===== src/rtl/dmem_lane_ctrl.sv =====
// dmem_lane_ctrl: maps byte/half/word loads and stores onto four byte-wide memory lanes.
// Misaligned accesses are done in one pass: lanes below the offset use the next row.
module dmem_lane_ctrl #(
    parameter int ADDR_WIDTH = 8
) (
    input  logic                        CLK,
    input  logic                        RST,
    input  logic                        REQ_VALID,
    output logic                        REQ_READY,
    input  logic                        REQ_WE,
    input  logic [2:0]                  REQ_FUNCT3,
    input  logic [ADDR_WIDTH-1:0]       REQ_ADDR,
    input  logic [31:0]                 REQ_WDATA,
    output logic                        RSP_VALID,
    output logic [31:0]                 RSP_RDATA,
    output logic                        RSP_ERR,
    output logic [4*(ADDR_WIDTH-2)-1:0] MEM_ADDR,
    output logic [3:0]                  MEM_WE,
    output logic [3:0]                  MEM_RE,
    output logic [31:0]                 MEM_DIN,
    input  logic [31:0]                 MEM_DOUT
);
    localparam int RW = ADDR_WIDTH - 2;
    localparam logic [1:0] IDLE = 2'd0, RD_WAIT = 2'd1, RESP = 2'd2;
    logic [1:0]    state_q, state_d, off_q, off_d;
    logic [2:0]    f3_q, f3_d;
    logic          ld_q, ld_d, err_q, err_d;
    logic [31:0]   rdata_q, rdata_d;
    logic [1:0]    off;
    logic [RW-1:0] row;
    logic          legal, accept;
    logic [3:0]    smask, lanes;
    logic [7:0]    rot8;
    logic [63:0]   w64, g64;
    logic [31:0]   bmask, g, ext;
    assign off       = REQ_ADDR[1:0];
    assign row       = REQ_ADDR[ADDR_WIDTH-1:2];
    assign legal     = REQ_FUNCT3 == 3'b000 || REQ_FUNCT3 == 3'b001 || REQ_FUNCT3 == 3'b010 ||
                       REQ_FUNCT3 == 3'b100 || REQ_FUNCT3 == 3'b101;
    assign REQ_READY = state_q == IDLE && !RST;
    assign accept    = REQ_VALID && REQ_READY;
    assign smask     = REQ_FUNCT3[1] ? 4'b1111 : REQ_FUNCT3[0] ? 4'b0011 : 4'b0001;
    // Rotating the size mask by the offset gives the lanes touched, wrapping past lane 3.
    assign rot8      = {4'b0, smask} << off;
    assign lanes     = rot8[3:0] | rot8[7:4];
    assign MEM_WE    = (accept && legal && REQ_WE) ? lanes : 4'b0;
    assign MEM_RE    = (accept && legal && !REQ_WE) ? lanes : 4'b0;
    assign w64       = {32'b0, REQ_WDATA} << {off, 3'b0};
    assign MEM_DIN   = (w64[31:0] | w64[63:32]) & bmask;
    genvar i;
    generate
        for (i = 0; i < 4; i++) begin : g_lane
            assign MEM_ADDR[i*RW +: RW] = row + RW'(2'(i) < off);
            assign bmask[i*8 +: 8]      = {8{MEM_WE[i]}};
        end
    endgenerate
    assign g64 = {MEM_DOUT, MEM_DOUT} >> {off_q, 3'b0};
    assign g   = g64[31:0];
    assign ext = f3_q == 3'b000 ? {{24{g[7]}}, g[7:0]} :
                 f3_q == 3'b001 ? {{16{g[15]}}, g[15:0]} :
                 f3_q == 3'b100 ? {24'b0, g[7:0]} :
                 f3_q == 3'b101 ? {16'b0, g[15:0]} : g;
    always_comb begin
        state_d = state_q;
        off_d   = off_q;
        f3_d    = f3_q;
        ld_d    = ld_q;
        err_d   = err_q;
        rdata_d = rdata_q;
        if (accept) begin
            off_d   = off;
            f3_d    = REQ_FUNCT3;
            ld_d    = legal && !REQ_WE;
            err_d   = !legal;
            state_d = (legal && !REQ_WE) ? RD_WAIT : RESP;
        end else if (state_q == RD_WAIT) begin
            rdata_d = ext;
            state_d = RESP;
        end else if (state_q == RESP) begin
            state_d = IDLE;
        end
    end
    always_ff @(posedge CLK) begin
        if (RST) begin
            state_q <= IDLE;
            off_q   <= 2'b0;
            f3_q    <= 3'b0;
            ld_q    <= 1'b0;
            err_q   <= 1'b0;
            rdata_q <= 32'b0;
        end else begin
            state_q <= state_d;
            off_q   <= off_d;
            f3_q    <= f3_d;
            ld_q    <= ld_d;
            err_q   <= err_d;
            rdata_q <= rdata_d;
        end
    end
    assign RSP_VALID = state_q == RESP;
    // The last load result is kept, but store and error responses present zero.
    assign RSP_RDATA = (state_q == RESP && !ld_q) ? 32'b0 : rdata_q;
    assign RSP_ERR   = err_q;
endmodule


===== config.mk =====
export PLATFORM = sky130hd
export DESIGN_NAME = dmem_lane_ctrl
export DESIGN_NICKNAME = d
export VERILOG_FILES = /design/src/rtl/dmem_lane_ctrl.sv
export SDC_FILE = /design/constraint.sdc
export NUM_CORES = 1
export LEC_CHECK = 0
export CAP_MARGIN = 20
export CORE_ASPECT_RATIO = 2
export CORE_MARGIN = 1
export CORE_UTILIZATION = 43
export DETAILED_ROUTE_END_ITERATION = 10
export HOLD_SLACK_MARGIN = 0.15
export PLACE_DENSITY = 0.86
export SKIP_CTS_REPAIR_TIMING = 1
export SLEW_MARGIN = 10
export SYNTH_ARGS = -nofsm -noshare
export SYNTH_HDL_FRONTEND = slang
export SYNTH_SLANG_ARGS = --single-unit

===== constraint.sdc =====
create_clock -name CLK -period 2.1 [get_ports CLK]
set_input_delay 0.21 -clock CLK [delete_from_list [all_inputs] [get_ports CLK]]
set_output_delay 0.21 -clock CLK [all_outputs]
set_load 0.01 [all_outputs]

Word level (Yosys, flattened, before mapping)
Cells that the tools add are included.
{"block": "word_totals", "register_bits": 41, "inputBits": 79, "out_inout_bits": 99, "word_cells": 63}
{"block": "classes", "add_sub_neg": 4, "magnitude_cmp": 4, "eq_ne": 9, "shifts": 3, "muxes": 13, "bitwise_logic": 4, "reduce_logical": 20}
{"operator": "2-to-1 mux 32 bit", "count": 5}
{"operator": "<< shifter 32 x 5 -> 64 bit", "count": 1}
{"operator": ">> shifter 64 x 5 -> 32 bit", "count": 1}
{"operator": "AND 32 bit", "count": 1}
{"operator": "bitwise OR 32 bit", "count": 1}
{"operator": "adder 6 x 1 -> 6 bit", "count": 4}
{"operator": "== test 3 bit (second input constant)", "count": 4}
{"operator": "2-to-1 mux 4 bit", "count": 3}
{"operator": "2-to-1 mux 2 bit", "count": 5}
{"operator": "<< shifter 4 x 2 -> 8 bit", "count": 1}
{"operator": "logical AND 1 bit", "count": 7}
{"operator": "== test 3 x 1 -> 1 bit (second input constant)", "count": 2}
{"operator": "zero test 3 bit", "count": 2}
{"operator": "zero test 1 bit", "count": 4}
{"operator": "logical OR 1 bit", "count": 4}
{"operator": "< comparator 1 x 2 -> 1 bit (first input constant)", "count": 2}
{"operator": "< comparator 2 bit (first input constant)", "count": 2}
{"operator": "bitwise OR 4 bit", "count": 1}
{"operator": "== test 3 x 2 -> 1 bit (second input constant)", "count": 1}
{"operator": "nonzero test 3 bit", "count": 1}
{"operator": "== test 2 x 1 -> 1 bit (second input constant)", "count": 1}
{"operator": "== test 2 bit (second input constant)", "count": 1}
{"operator": "zero test 2 bit", "count": 1}
{"operator": "AND reduction 2 bit", "count": 1}
{"operator": "NOT 1 bit", "count": 1}

Depth between registers and ports, before layout
Gate-level depths: netlist of run 1.
{"block": "depth", "word_depth": 9, "mapped_depth": 7, "mapped_depth_nobuf": 5}

Worst setup path after synthesis of run 1
OpenSTA, ideal clock, no wires.
{"block": "synth_path", "path_type": "in2out", "from": "input REQ_ADDR[0]", "to": "output MEM_ADDR[16]", "arrival_time_ns": 1.609, "required_time_ns": 1.890, "slack_ns": 0.281, "cell_stages": 7, "path_buffers": 2, "path_cell_list": "buf_2 -> clkbuf_1 -> and2_1 -> ha_1 -> ha_1 -> nand3_1 -> xnor2_1"}
{"block": "synth_via", "elab_chain_len": 2}
{"item": "start: declaration", "line": "12", "text": "input logic [ADDR_WIDTH-1:0] REQ_ADDR,"}
{"item": "< comparator 2 bit", "line": "53", "text": "assign MEM_ADDR[i*RW +: RW] = row + RW'(2'(i) < off);"}
{"item": "adder 6 x 1 -> 6 bit", "line": "53"}
{"item": "end: declaration", "line": "17", "text": "output logic [4*(ADDR_WIDTH-2)-1:0] MEM_ADDR,"}
Every way passes these cells.

Worst setup path in the final report of run 1
{"block": "layout_path", "from": "register state_q[1]", "to": "output RSP_RDATA[21]"}
{"block": "layout_via", "elab_chain_len": 3}
{"item": "start: declaration", "line": "25", "text": "logic [1:0] state_q, state_d, off_q, off_d;"}
{"item": "start signal: assignment", "line": "92", "text": "state_q <= state_d;"}
{"item": "== test 2 bit", "line": "102", "text": "assign RSP_RDATA = (state_q == RESP && !ld_q) ? 32'b0 : rdata_q;"}
{"item": "logical AND 1 bit", "line": "102"}
{"item": "2-to-1 mux 32 bit", "line": "102"}
{"item": "end: declaration", "line": "15", "text": "output logic [31:0] RSP_RDATA,"}
Every way passes these cells.

==> results.py, run 1 <==
metrics = {
    "placement": {
        "hpwl_mm": 10.35,
        "dpl.cell_count": 696,
        "port_buffers": 177,
        "gp_congestion": 0.8966,
    },
    "global_routing": {
        "grt_max_degree": 43,
        "grt_pass1_wl_mm": 20.74,
        "grtUsageTotal": 0.2703,
        "antenna_found_initial": 0,
        "grt_pass1_vias": 4268,
        "overflow": 0,
    },
    "drt": {
        "detail_route.wl_per_cell_microns": 19.24,
        "vias_per_cell": 5.980,
        "first_iter_violations": 396,
        "dr_total_vias": 4234,
        "firstDrtPassIters": 8,
        "routed_wl_mm": 13.62,
        "detail-route-antenna-nets": 0,
        "drc": 22,
    },
    "yosys": {
        "syn_avg_cell_area_sq_um": 9.836,
        "synth_nets": 496,
        "synth_seq_cells": 41,
        "synth_ff_type": "dfxtp_1",
        "yosys_warnings": 0,
        "async_flop_share": 0,
        "ys_seq_area_frac": 0.2030,
        "syn_area_sq_um": 4043,
        "yosys-top-cells-area": "mux4_2 (35%), dfxtp_1 (20%), nor2b_1 (11%)",
        "synth_top_area_share": 0.3454,
        "synthCells": 411,
        "synth.distinct_cells": 33,
        "synth_edf_count": 0,
        "synth.largest_area_cell": "mux4_2",
    },
    "sta": {
        "timing.setup.tns_ns": -0.01047,
        "setup_viol": 2,
        "rsz0062_at_grt": "yes",
        "clock.fmax_mhz": 474.7,
        "skew_ns": 0.006079,
        "maxSlewViolCount": 0,
        "hold-worst-slack_ns": 0.3767,
        "min_period_ns": 2.107,
        "hold_viol": 0,
        "setup_ws_ns": -0.006688,
        "maxSlewHeadroom": 0.6593,
        "worstMarginPinSlew_ns": 0.5110,
        "post-route-period-util": 1.003,
    },
    "cts": {
        "cts_buffer_depth": 2,
        "clockRootBuffer": "clkbuf_16",
        "clock_sinks": 41,
        "clock_latency_ns": 0.28,
        "path_clk_slew_ns": 0.06,
        "cts_htree_levels": 2,
        "cts-buffers-inserted": 5,
        "cts_tree": "built",
    },
    "worst_setup_path": {
        "reg2reg_to": "rdata_q[16]$_SDFFE_PP0P_",
        "ff2ff_path_depth": 4,
        "r2r_start": "off_q[1]$_SDFFE_PP0P_",
        "cp-end-kind": "primary output",
        "crit_arrival_ns": 1.90,
        "critPathCapture": "RSP_RDATA[21]",
        "rrSetupSlack_ns": 0.28,
        "crit_start": "state_q[1]$_SDFFE_PP0P_",
        "path_max_fanout": 20,
        "start_kind": "register",
        "crit_type": "register to primary output",
        "cp.required_ns": 1.89,
    },
    "floorplanning": {
        "die_w_microns": 70.56,
        "row_count": 49,
        "die_area_sq_um": 9816,
        "coreArea_sq_um": 9074,
        "io-pin-count": 178,
        "fp.dieH_microns": 139.1,
        "initial_core_util": 0.4455,
    },
    "power": {
        "power_frac_clock": 0.355,
        "p_leak_uw": 0.003172,
        "swShare": 0.2619,
        "power.internal_uw": 2036,
        "power_uw": 2758,
        "powerDensity_nw_per_um2": 429.2,
        "p_seq_frac": 0.297,
        "comb_power_share": 0.348,
        "net-switching-power_uw": 722.3,
        "irDropWorstVdd_mv": 0.4388,
    },
    "layout": {
        "n_fill_cell": 661,
        "final_cells": 708,
        "drive_above_1_share": 0.3069,
        "nNetsFinal": 690,
        "area_delta_synth_final_pct": 58.99,
        "n_antenna_cell": 0,
    },
    "outcome": {
        "status": "complete, but fails checks",
        "violations": "DRC, setup timing",
    },
    "worst_hold_path": {
        "hp-class": "input pin to register",
    },
    "flow_run": {
        "drv_cap": 0,
    },
}
metal layers:
layer / part of all wire / up-vias / wire, microns / track usage
met2: 0.59 / 223 / 8013 / 0.5437
met1: 0.30 / 2072 / 4102 / 0.2571
met5: 0 / - / 0 / 0
met3: 0.069 / 44 / 941 / 0.03561
met4: 0.041 / 0 / 561 / 0.1305
li1: - / 1895 / - / -
synthesized netlist by cell type (3+ instances only):
cell      count
mux4_2       62
o21ai_1       5
xnor2_1       9
a211oi_1     14
nor3_1        3
nor2b_1      68
ha_1          6
buf_1         4
inv_1         5
and2_1        4
dfxtp_1      41
nand2b_1      4
nor2_1       32
clkbuf_1     18
a211oi_2     10
nand2_1      39
buf_2        13
buf_4         9
mux2i_1       4
nand3_1       9
a21oi_1      36
xor2_1        3
how the worst min path moves through the flow:
| stage | start | end | slack, ns | cells after the start |
|---|---|---|---|---|
| final | REQ_ADDR[0] | off_q[0]$_SDFFE_PP0P_ | 0.38 | 4 |
| after global placement | rdata_q[3]$_SDFFE_PP0P_ | rdata_q[3]$_SDFFE_PP0P_ | 0.44 | 2 |
| after floorplan | REQ_FUNCT3[2] | f3_q[2]$_SDFFE_PP0P_ | 0.35 | 2 |
| after global routing | REQ_ADDR[0] | off_q[0]$_SDFFE_PP0P_ | 0.39 | 4 |
| after CTS | REQ_ADDR[0] | off_q[0]$_SDFFE_PP0P_ | 0.37 | 4 |
| after detailed placement | rdata_q[3]$_SDFFE_PP0P_ | rdata_q[3]$_SDFFE_PP0P_ | 0.44 | 2 |
cell type report:
cell class                 count  area (sq um)  area share
clock buffer                   5         125.1     0.01947
tap                          102         127.6     0.01986
sequential                    41         824.5      0.1283
multi-input combinational    320          3029      0.4713
clock inverter                 3         65.06     0.01012
timing repair buffer         232          2237      0.3481
inverter                       5         18.77    0.002920
kinds of logic after synthesis:
logic type | count (synthesis) | synth area share
flip-flops | 41 | 0.2030
buffers and inverters | 50 | 0.06066
XOR/XNOR | 12 | 0.02600
multiplexers | 66 | 0.3553
AO/OA/AOI/OAI | 69 | 0.1161
adder cells (fa/ha/maj) | 6 | 0.01857
AND/OR/NAND/NOR | 167 | 0.2204
per-stage QoR:
stage | util | area (sq um) | setup slack, ns
floorplan | - | 4043 | 0.2807
global placement | 0.6766 | 6140 | -0.2917
detailed placement | 0.6766 | 6140 | -0.3427
CTS | 0.6976 | 6330 | -0.3805
global route | 0.7084 | 6427 | -0.06189
finish | 0.7084 | 6427 | -0.006688
power by group through the flow:
stage	sequential, uW	clock, uW	combinational (uW)
5_1_grt	821	1020	1020
2_1_floorplan	827	0	502
3_5_place_dp	834	0	945
3_3_place_gp	833	0	920
6_report	819	979	961
4_1_cts	817	987	954
layout by cell type, fill, tap and decap left out, types with 5 or more instances in the layout:
cell | netlist | routed
mux4_2 | 62 | 62
buf_4 | 9 | 47
clkbuf_2 | 0 | 15
inv_1 | 5 | 5
buf_2 | 13 | 12
nand3_1 | 9 | 9
clkbuf_16 | 0 | 5
a21oi_1 | 36 | 35
a211oi_2 | 10 | 10
nor2b_2 | 0 | 6
nor2_1 | 32 | 32
xnor2_1 | 9 | 9
dlymetal6s2s_1 | 0 | 49
nor2b_1 | 68 | 60
nand2_1 | 39 | 39
clkdlybuf4s50_1 | 0 | 101
dfxtp_1 | 41 | 38
a211oi_1 | 14 | 14
worst max-delay path: stages, from the launching register on:
cell,delay (ns)
dfxtp_2,0.33
buf_4,0.14
nor2b_2,0.15
nor2b_4,0.13
buf_12,0.16
nor2b_4,0.14
clkdlybuf4s50_1,0.55
registers in the layout, summed over array words and instances, names as in the netlist:
register	flops
off_q	2
ld_q	1
rdata_q	32
state_q	2
f3_q	3
RSP_ERR	1
Power figures use the tool's default switching activity.
==> inputs of run 2 (changes only) <==
Settings changed: GPL_TIMING_DRIVEN set to 0, PLACE_DENSITY 0.86 to 0.93.
==> run 2 against run 1 <==
The run still ends with DRC, setup timing left. Global-route usage is 2.6 points higher. Final cell count is 0.71% higher. Core utilization is 0.37 points lower. Via count is 8.7% higher. Routed wire length is 23% higher. Combinational power is 5% higher. Sequential share of layout area is 0.13 points higher. First-iteration DRC count is 6.3% higher. Design area is 0.53% lower. Highest routed layer unchanged.
==> results.py, run 2 (same netlist as run 1, synthesis figures left out) <==
metrics = {
    "sta": {
        "maxSlewHeadroom": 0.4795,
        "setup_ws_ns": -0.2591,
        "min_period_ns": 2.359,
        "maxSlewViolCount": 0,
        "post-route-period-util": 1.123,
        "worstMarginPinSlew_ns": 0.7808,
        "hold_viol": 0,
        "rsz0062_at_grt": "yes",
        "skew_ns": 0.001504,
        "setup_viol": 39,
        "clock.fmax_mhz": 423.9,
    },
    "worst_setup_path": {
        "path_max_fanout": 7,
        "crit_start": "REQ_FUNCT3[0]",
        "start_kind": "input pin",
        "crit_chain": "clkdlybuf4s50_1, nor3_4, o21ai_4, buf_6, nor2b_2, buf_2",
        "r2r_start": "off_q[0]$_SDFFE_PP0P_",
        "crit_cells": 6,
        "crit_type": "input pin to primary output",
        "ff2ff_path_depth": 6,
        "reg2reg_to": "rdata_q[25]$_SDFFE_PP0P_",
        "critPathCapture": "MEM_DIN[12]",
        "cp_slowest_cell": "clkdlybuf4s50_1",
        "path_buf_inv": 3,
        "rrSetupSlack_ns": 0.30,
        "crit_arrival_ns": 2.15,
        "cpLargestDelayFamily": "buffers and inverters",
        "cp.required_ns": 1.89,
        "cp-end-kind": "primary output",
        "critical_path.max_stage_delay_ns": 0.66,
    },
    "drt": {
        "drc": 10,
        "routed_wl_mm": 16.73,
        "detail-route-antenna-nets": 0,
        "vias_per_cell": 6.453,
        "first_iter_violations": 421,
        "dr_total_vias": 4601,
        "detail_route.wl_per_cell_microns": 23.47,
        "firstDrtPassIters": 8,
    },
    "global_routing": {
        "antenna_found_initial": 0,
        "grt_max_degree": 12,
        "use_met2": 0.5462,
        "grt_pass1_vias": 4427,
        "grt_pass1_wl_mm": 22.37,
        "grtUsageMet1": 0.2768,
        "grt_use_met3": 0.07631,
        "grt.busiest_layer": "met2",
        "grtUsageTotal": 0.2959,
        "overflow": 0,
    },
    "cts": {
        "cts-buffers-inserted": 5,
        "cts_htree_levels": 2,
        "cts_tree": "built",
        "clock_latency_ns": 0.29,
        "clock_sinks": 41,
        "path_clk_slew_ns": 0.06,
        "clockRootBuffer": "clkbuf_16",
        "cts_buffer_depth": 2,
    },
    "floorplanning": {
        "die_w_microns": 70.56,
        "io-pin-count": 178,
        "die_area_sq_um": 9816,
        "fp.dieH_microns": 139.1,
        "coreArea_sq_um": 9074,
        "row_count": 49,
        "initial_core_util": 0.4455,
    },
    "placement": {
        "gp_congestion": 0.9700,
        "hpwl_mm": 11.58,
        "dpl.cell_count": 686,
        "port_buffers": 173,
        "placed_area_sq_um": 5902,
    },
    "layout": {
        "layout.cell_area.non_filler_sq_um": 6394,
        "n_fill_cell": 608,
        "drive_above_1_share": 0.2962,
        "final_core_util": 0.7046,
        "largestRegisters": "rdata_q: 32 flops, f3_q: 3 flops",
        "final_cells": 713,
        "final_common_cell": "clkdlybuf4s50_1",
        "largest_reg_flops": 32,
        "final_cell_mix": "clkdlybuf4s50_1 (112), mux4_2 (62), nor2b_1 (58)",
        "regMostFlops": "rdata_q",
        "nNetsFinal": 697,
        "area_delta_synth_final_pct": 58.16,
        "n_antenna_cell": 0,
    },
    "power": {
        "irDropWorstVdd_mv": 0.3184,
        "powerDensity_nw_per_um2": 401.6,
        "p_leak_uw": 0.002896,
        "power_uw": 2567,
    },
    "outcome": {
        "violations": "DRC, setup timing",
        "status": "complete, but fails checks",
    },
    "flow_run": {
        "drv_cap": 0,
    },
    "worst_hold_path": {
        "hp-class": "input pin to register",
    },
}
run 2: changes by cell type in the layout (fill, tap and decap cells not counted), moves of 3 or more:
| cell | previous run | this run |
|---|---|---|
| buf_12 | 4 | 0 |
| buf_2 | 12 | 20 |
| buf_4 | 47 | 27 |
| buf_6 | 4 | 14 |
| clkbuf_1 | 0 | 15 |
| clkbuf_2 | 15 | 9 |
| clkdlybuf4s50_1 | 101 | 112 |
| dfxtp_2 | 3 | 0 |
| dlymetal6s2s_1 | 49 | 38 |
| o21ai_4 | 0 | 4 |
run 2: cell type report:
class | instances | area, sq um | area share
clock buffer | 5 | 125.1 | 0.01957
clock inverter | 1 | 5.005 | 0.0007828
buffer | 45 | 287.8 | 0.04501
timing repair buffer | 194 | 1901 | 0.2973
inverter | 5 | 18.77 | 0.002935
sequential | 41 | 828.3 | 0.1295
multi-input combinational | 320 | 3100 | 0.4849
tap | 102 | 127.6 | 0.01996
run 2: where the power goes:
| part | total [uW] | leakage, uW | internal (uW) | switching, uW |
|---|---|---|---|---|
| clock network | 738 | 0.0000655 | 425 | 313 |
| logic | 1010 | 0.00250 | 550 | 464 |
| registers | 815 | 0.000333 | 799 | 16.3 |
| total | 2570 | 0.00290 | 1770 | 793 |
run 2: layer usage:
layer	routed length [microns]	up-vias
li1	-	1914
met1	4975	2183
met2	8838	393
met3	1466	111
met4	1453	0
met5	0	-
run 2: worst min path at each step:
stage | start | to | slack (ns) | depth (start not counted)
detailed placement | rdata_q[6]$_SDFFE_PP0P_ | rdata_q[6]$_SDFFE_PP0P_ | 0.44 | 2
floorplan | REQ_FUNCT3[2] | f3_q[2]$_SDFFE_PP0P_ | 0.35 | 2
CTS | RST | rdata_q[30]$_SDFFE_PP0P_ | 0.21 | 2
global placement | rdata_q[5]$_SDFFE_PP0P_ | rdata_q[5]$_SDFFE_PP0P_ | 0.44 | 2
global route | RST | rdata_q[30]$_SDFFE_PP0P_ | 0.24 | 2
finish | RST | rdata_q[30]$_SDFFE_PP0P_ | 0.23 | 2
run 2: through the flow:
stage / worst slack, ns / setup TNS (ns) / hold slack (ns)
after floorplan: 0.2807 / 0 / 0.3460
after global placement: -1.076 / -35.68 / 0.4363
after detailed placement: -1.133 / -38.41 / 0.4429
after CTS: -1.132 / -48.57 / 0.2073
after global routing: -0.2141 / -3.283 / 0.2425
final: -0.2591 / -3.838 / 0.2274
